## src/rtl/bp_update_ctrl.sv

```systemverilog
// Branch-predictor update controller: consumer end of the fetch target queue.
// Pairs in-order resolved branches with the head-entry predictor metadata,
// issues registered training requests and pops the head once all of its
// branches have been trained.
module bp_update_ctrl #(
    parameter  int unsigned VLEN            = 64,
    parameter  int unsigned INSTR_PER_FETCH = 4,
    parameter  int unsigned META_WIDTH      = 32,
    localparam int unsigned CW              = $clog2(INSTR_PER_FETCH) + 1
) (
    input  logic                  clk_i,
    input  logic                  rst_ni,
    input  logic                  flush_i,
    input  logic                  debug_mode_i,
    input  logic                  res_valid_i,
    output logic                  res_ready_o,
    input  logic [VLEN-1:0]       res_pc_i,
    input  logic                  res_taken_i,
    input  logic                  res_mispredict_i,
    input  logic                  ftq_empty_i,
    input  logic [CW-1:0]         ftq_bp_count_i,
    input  logic [META_WIDTH-1:0] ftq_metadata_i,
    output logic                  ftq_pop_o,
    output logic                  upd_valid_o,
    input  logic                  upd_ready_i,
    output logic [VLEN-1:0]       upd_pc_o,
    output logic                  upd_taken_o,
    output logic                  upd_mispredict_o,
    output logic [META_WIDTH-1:0] upd_metadata_o,
    output logic                  upd_last_o,
    output logic [31:0]           mispred_cnt_o,
    output logic                  err_zero_entry_o
);

    typedef enum logic {ST_EMPTY, ST_HOLD} state_e;

    state_e                state_q, state_d;
    logic [CW-1:0]         rem_q, rem_d;
    logic                  last_br;
    logic                  train;
    logic                  zero_pop;

    logic                  vld_p1;
    logic [VLEN-1:0]       upd_pc_p1;
    logic                  upd_taken_p1;
    logic                  upd_mis_p1;
    logic [META_WIDTH-1:0] upd_meta_p1;
    logic                  upd_last_p1;
    logic [31:0]           mispred_cnt_q;
    logic                  err_zero_q;

    // Saturating increment for the 32-bit mispredict counter.
    function automatic logic [31:0] sat_inc32(input logic [31:0] v);
        return (v == 32'hFFFF_FFFF) ? v : v + 32'd1;
    endfunction

    // Next-state, remaining-branch count, handshake and pop decode.
    always_comb begin
        state_d     = state_q;
        rem_d       = rem_q;
        res_ready_o = 1'b0;
        ftq_pop_o   = 1'b0;
        zero_pop    = 1'b0;
        train       = 1'b0;
        last_br     = (rem_q == CW'(1));
        case (state_q)
            ST_EMPTY: begin
                if (!ftq_empty_i) begin
                    if (ftq_bp_count_i != '0) begin
                        state_d = ST_HOLD;
                        rem_d   = ftq_bp_count_i;
                    end else begin
                        zero_pop  = 1'b1;
                        ftq_pop_o = 1'b1;
                    end
                end
            end
            ST_HOLD: begin
                res_ready_o = !vld_p1 || upd_ready_i;
                train       = res_valid_i && res_ready_o && !debug_mode_i;
                if (train) begin
                    rem_d = rem_q - CW'(1);
                    if (last_br) begin
                        ftq_pop_o = 1'b1;
                        state_d   = ST_EMPTY;
                    end
                end
            end
            default: state_d = ST_EMPTY;
        endcase
        // Flush overrides everything; the pop is also masked while reset is held.
        if (flush_i || !rst_ni) begin
            state_d     = ST_EMPTY;
            rem_d       = '0;
            res_ready_o = 1'b0;
            ftq_pop_o   = 1'b0;
            zero_pop    = 1'b0;
            train       = 1'b0;
        end
    end

    // Control state register.
    always_ff @(posedge clk_i or negedge rst_ni) begin
        if (!rst_ni) begin
            state_q <= ST_EMPTY;
            rem_q   <= '0;
        end else begin
            state_q <= state_d;
            rem_q   <= rem_d;
        end
    end

    // ---- stage p1: registered predictor update, replaced without a bubble on handshake ----
    always_ff @(posedge clk_i or negedge rst_ni) begin
        if (!rst_ni) begin
            vld_p1       <= 1'b0;
            upd_pc_p1    <= '0;
            upd_taken_p1 <= 1'b0;
            upd_mis_p1   <= 1'b0;
            upd_meta_p1  <= '0;
            upd_last_p1  <= 1'b0;
        end else if (flush_i) begin
            vld_p1 <= 1'b0;
        end else if (train) begin
            vld_p1       <= 1'b1;
            upd_pc_p1    <= res_pc_i;
            upd_taken_p1 <= res_taken_i;
            upd_mis_p1   <= res_mispredict_i;
            upd_meta_p1  <= ftq_metadata_i;
            upd_last_p1  <= last_br;
        end else if (upd_ready_i) begin
            vld_p1 <= 1'b0;
        end
    end

    // Mispredict statistics and sticky zero-branch-entry error.
    always_ff @(posedge clk_i or negedge rst_ni) begin
        if (!rst_ni) begin
            mispred_cnt_q <= '0;
            err_zero_q    <= 1'b0;
        end else begin
            if (train && res_mispredict_i) begin
                mispred_cnt_q <= sat_inc32(mispred_cnt_q);
            end
            if (zero_pop) begin
                err_zero_q <= 1'b1;
            end
        end
    end

    assign upd_valid_o      = vld_p1;
    assign upd_pc_o         = upd_pc_p1;
    assign upd_taken_o      = upd_taken_p1;
    assign upd_mispredict_o = upd_mis_p1;
    assign upd_metadata_o   = upd_meta_p1;
    assign upd_last_o       = upd_last_p1;
    assign mispred_cnt_o    = mispred_cnt_q;
    assign err_zero_entry_o = err_zero_q;

endmodule

```

## config.mk

```make
export PLATFORM = sky130hd
export DESIGN_NAME = bp_update_ctrl
export DESIGN_NICKNAME = d
export VERILOG_FILES = /design/src/rtl/bp_update_ctrl.sv
export SDC_FILE = /design/constraint.sdc
export NUM_CORES = 1
export LEC_CHECK = 0
export ABC_AREA = 1
export BUFFER_PORTS_ARGS = -buffer_cell sky130_fd_sc_hd__buf_2
export CAP_MARGIN = 20
export CORE_AREA = 5 5 140 142
export DETAILED_ROUTE_END_ITERATION = 7
export DIE_AREA = 0 0 145 147
export SLEW_MARGIN = 15
export SYNTH_ARGS = -nofsm -noshare
export SYNTH_HDL_FRONTEND = slang
export SYNTH_SLANG_ARGS = --single-unit
```

## constraint.sdc

```tcl
create_clock -name clk_i -period 1.75 [get_ports clk_i]
set_input_delay 0.0875 -clock clk_i [delete_from_list [all_inputs] [get_ports clk_i]]
set_output_delay 0.0875 -clock clk_i [all_outputs]
set_load 0.02 [all_outputs]
```

Yosys cells after proc, flatten, opt, wreduce, memory -nomap -nowiden:

Index checks and enable logic that the tools add are counted.

* register bits after elaboration: 137
* bits of input ports: 108
* word-level logic and storage cells: 59

* add/sub/neg operators: 2
* equality and inequality tests: 5
* muxes and demuxes: 26
* bitwise logic cells: 3
* reductions and logical operators: 13

Operators with widths (count)
* $add A32 B1 Y32 const B: 1
* $eq A32 B32 Y1 const B: 1
* $mux W1: 19
* $mux W3: 4
* $ne A3 B3 Y1 const B: 2
* $pmux W3 S2: 1
* $reduce_bool A3 Y1: 2
* $pmux W1 S2: 2
* $reduce_and A2 Y1: 2
* $eq A3 B1 Y1 const B: 1
* $logic_and A1 B1 Y1: 3
* $logic_not A1 Y1: 3
* $ne A3 B1 Y1 const B: 1
* $not A1 Y1: 3
* $reduce_and A3 Y1: 1
* $sub A3 B1 Y3 const B: 1
* $logic_or A1 B1 Y1: 2

Longest topological paths before layout:

* word-level depth: 8
* mapped depth: 11

Least setup slack after synthesis:

Ideal clock, no wire load.

* path kind: flip-flop to flip-flop
* start: register mispred_cnt_q[1] (netlist: mispred_cnt_o[1])
* end: register mispred_cnt_q[29] (netlist: mispred_cnt_o[29])
* setup time: 0.117 ns
* data arrival time: 1.631 ns
* path slack: 0.002 ns
* cell stages (with the launch flop): 12
* buffers on the path: 1
* clock period less this slack: 1.748 ns
* cells stage by stage: dfrtp_1 > ha_1 > nand2_1 > nor2_4 > nand2_2 > nor2_4 > nand2_2 > nand2_4 > inv_4 > buf_6 > nand2_1 > nand2_1

* longest elaborated chain between the ends: 3
* elaborated cells on any way between the ends: 4
* classes of those cells: add/sub: 1; eq/ne: 1; bitwise: 1; reduce/logical: 1

RTL lines
* start: declaration: RTL line 49 `logic [31:0] mispred_cnt_q;`
* start signal: assignment: RTL line 143 `mispred_cnt_q <= sat_inc32(mispred_cnt_q);`
* parallel branches: the longest is 3 deep, another holds $add A32 B1 Y32

Several ways; the timed one is not identified.
A chain may end at the register's enable or synchronous reset.

Worst setup path in the final report:

* start: input port rst_ni
* end: output port ftq_pop_o

* longest elaborated chain between the ends: 3

RTL lines
* start: declaration: RTL line 12 `input logic rst_ni,`
* $logic_not A1 Y1 (no line)
* $logic_or A1 B1 Y1: RTL line 92 `if (flush_i || !rst_ni) begin`
* $mux W1: RTL line 92
* end: declaration: RTL line 23 `output logic ftq_pop_o,`

No other way between the ends.

==> flow_metrics.tcl <==
set metrics [dict create \
    status "finished, final reports clean" \
    root_buffer "clkbuf_16" \
    dieArea_mm2 0.0213 \
    synth_fp_nets 913 \
    design.core.area_mm2 0.0183 \
    hold_slack_ns 0.0197 \
    clock_latency_ns 0.43 \
    nNetsFinal 1285 \
    max_slew_margin_pct 48.8 \
    min_to "rem_q[0]" \
    drt_wl_total_um 20100 \
    arrival_ns 1.57 \
    synth_flop_cell "dfrtp_1" \
    final_cell_mix "nand2_1, buf_2, dfrtp_1" \
    grt_usage_pct 18.8 \
    r2r-end "mispred_cnt_o[5]" \
    crit_fanout 5 \
    grt_pass1_vias 6458 \
    num_vias 6396 \
    setup_tns_ns 0 \
    syn_area_mm2 0.00622 \
    critPathLaunchType "primary input" \
    switching_share_pct 30.5 \
    max_stage_delay_ns 0.55 \
    ys_ff_latch 137 \
    antenna_left 0 \
    antenna_found_initial 1 \
    critPathKind "in2out" \
    hpwl_um 13700 \
    fin_crit_sh_pct 94.9 \
    yosys_warnings 0 \
    p_sw_uw 2720 \
    synth_edf_count 0 \
    max_freq_ghz 0.602 \
    p_int_uw 6180 \
    final_common_cell "nand2_1" \
    setup_viol 0 \
    r2r_slack_ns 0.13 \
    rows 50 \
    drtIter0Drc 408 \
    cts_tree "done" \
    synthCells 802 \
    place.port_buffers 242 \
    p_leak_uw 0.00538 \
    min_path_cells 3 \
    die_y_um 147 \
    clkSlewWorstSetupHoldPaths_ns 0.06 \
    rsz0062_at_grt "true" \
    clock_skew_ns 0.00857 \
    end_kind "primary output" \
    synth_cell_types 29 \
    yosysTopAreaCell "dfrtp_1" \
    total_power_uw 8890 \
    critical_path.top_delay_family "buffers and inverters" \
    grt_max_degree 138 \
    first_pass_iters 5 \
    synthTopCellsByArea "dfrtp_1, nand2_1, nor2_1, inv_1, buf_2" \
    slew_violations 0 \
    post-route-util_pct 52.3 \
    io_pins 243 \
    clockBufferDepth 2 \
    cts-buffers-inserted 17 \
    drc 0 \
    fillCellCount 1657 \
    min_path_type "in2reg" \
    grt_overflow 0 \
    cp.depth 8 \
    peakVddDrop_v 0.000629 \
    power_frac_comb_pct 18.3 \
    clock_sinks 137 \
    ys_seq_area_share_pct 55.1 \
    fin_crit_ns 1.66 \
    r2r_start "mispred_cnt_o[1]" \
    syn_area_per_cell_um2 7.76 \
    cp.required_ns 1.66 \
    grt_pass1_wl_um 32900 \
    drive_above_1_share_pct 27.9 \
    cp_num_buf_inv 5 \
    rr_worst_depth 10 \
    viasPerCell 4.50 \
    worstPathCellList "dlygate4sd3_1 -> buf_6 -> inv_1 -> nor2_1 -> buf_4 -> o21ai_0 -> nor2_1 -> buf_2" \
    maxCapViolCount 0 \
    synth_top_cell_area_share_pct 55.1 \
    wire_per_inst_um 14.1 \
    initial_core_util_pct 34.0 \
    power_frac_seq_pct 41.7 \
    gp_congestion 0.810 \
    powerDensity_mw_per_mm2 929 \
    synthArstFlopShare_pct 100 \
    critPathSlowestCell "dlygate4sd3_1" \
    min_from "ftq_bp_count_i[0]" \
    crit_top_cell "nor2_1" \
    p_clk_share_pct 40.0 \
    syn_to_final_growth_pct 53.9 \
    die_w_um 145 \
    worstMarginPinSlew_ns 0.767 \
    finalHoldViolCount 0 \
    htree_num_levels 4 \
]
==> what timing repair did <==
| item | 4_1_cts | 5_1_grt |
|---|---|---|
| cloned | 0 | 1 |
| pin swaps | 0 | 5 |
| setup endpoints to repair | 1 | 33 |
| endpoints found under the hold margin | 237 | 0 |
| hold buffers | 102 | 0 |
| buffers inserted | 1 | 3 |
| gates resized for setup | 1 | 14 |
==> final cells by class <==
type	count	area, µm²	area share (%)
sequential	137	3430	35.8
timing repair buffer	379	2590	27.1
multi-input combinational	601	2530	26.4
clock buffer	17	425	4.44
tap	234	293	3.06
clock inverter	15	151	1.58
inverter	38	150	1.57
antenna	1	2.50	0.0261
==> flip-flops by register name, indices dropped and copies added, names as in the netlist <==
| name | count |
|---|---|
| mispred_cnt_o | 32 |
| upd_last_o | 1 |
| upd_metadata_o | 32 |
| upd_pc_o | 64 |
| upd_mispredict_o | 1 |
| state_q | 1 |
| rem_q | 3 |
| upd_taken_o | 1 |
| upd_valid_o | 1 |
| err_zero_entry_o | 1 |
==> logic make-up (layout without fill, tap and decap cells) <==
| group | after synthesis | after routing | synth area share (%) |
|---|---|---|---|
| buffers and inverters | 64 | 449 | 4.85 |
| AOI/OAI and AO/OA | 25 | 25 | 2.39 |
| other | 0 | 1 | 0 |
| adders and majority gates | 3 | 3 | 0.603 |
| DFF | 137 | 137 | 55.1 |
| and+or+nand+nor | 560 | 560 | 35.2 |
| xor gates and xnor gates | 13 | 13 | 1.83 |
==> routing by layer <==
layer,vias up,global-route usage (%),share of wire [%]
li1,3180,-,-
met1,2983,23.0,42
met2,202,31.8,49
met3,31,5.12,6.5
met4,0,6.97,2.2
met5,-,0,0
==> stage by stage <==
stage / std cells / instance area (µm²) / setup slack [ns]
floorplan: 802 / 6220 / 0.00218
global placement: 1282 / 7870 / 0.100
detailed placement: 1282 / 7870 / 0.0546
CTS: 1417 / 9480 / 0.0337
global route: 1422 / 9580 / -0.0192
finish: 1422 / 9580 / 0.0896
==> worst reg2reg max path: cells and delay by family (launching register included) <==
kind / cells / cell delay [ns]
AOI/OAI and AO/OA: 1 / 0.08
adders and majority gates: 1 / 0.20
buffers and inverters: 1 / 0.13
DFF: 1 / 0.36
and+or+nand+nor: 7 / 0.77
==> synth_stat cells (6+ instances only) <==
master	n
nand3_1	11
buf_2	14
xnor2_1	6
buf_4	7
dfrtp_1	137
o21ai_0	14
xor2_1	7
inv_1	34
nand3b_1	7
nand2_1	482
nor2_1	49
==> worst max-delay path by stage <==
stage                startpoint           endpoint  slack [ns]
4_1_cts                 state_q        upd_valid_o        0.03
2_1_floorplan  mispred_cnt_o[1]  mispred_cnt_o[29]       0.002
3_5_place_dp   mispred_cnt_o[1]  mispred_cnt_o[14]        0.05
6_report                 rst_ni          ftq_pop_o        0.09
3_3_place_gp   mispred_cnt_o[0]  mispred_cnt_o[13]        0.10
5_1_grt        mispred_cnt_o[1]   mispred_cnt_o[4]       -0.02
==> power by group through the flow <==
stage | logic, µW | clock network (µW) | registers, µW
5_1_grt | 1770 | 3790 | 3760
3_3_place_gp | 1440 | 0 | 3750
2_1_floorplan | 318 | 0 | 4190
4_1_cts | 1630 | 3660 | 3710
6_report | 1630 | 3560 | 3710
3_5_place_dp | 1460 | 0 | 3750
Power figures use the tool's default switching activity.
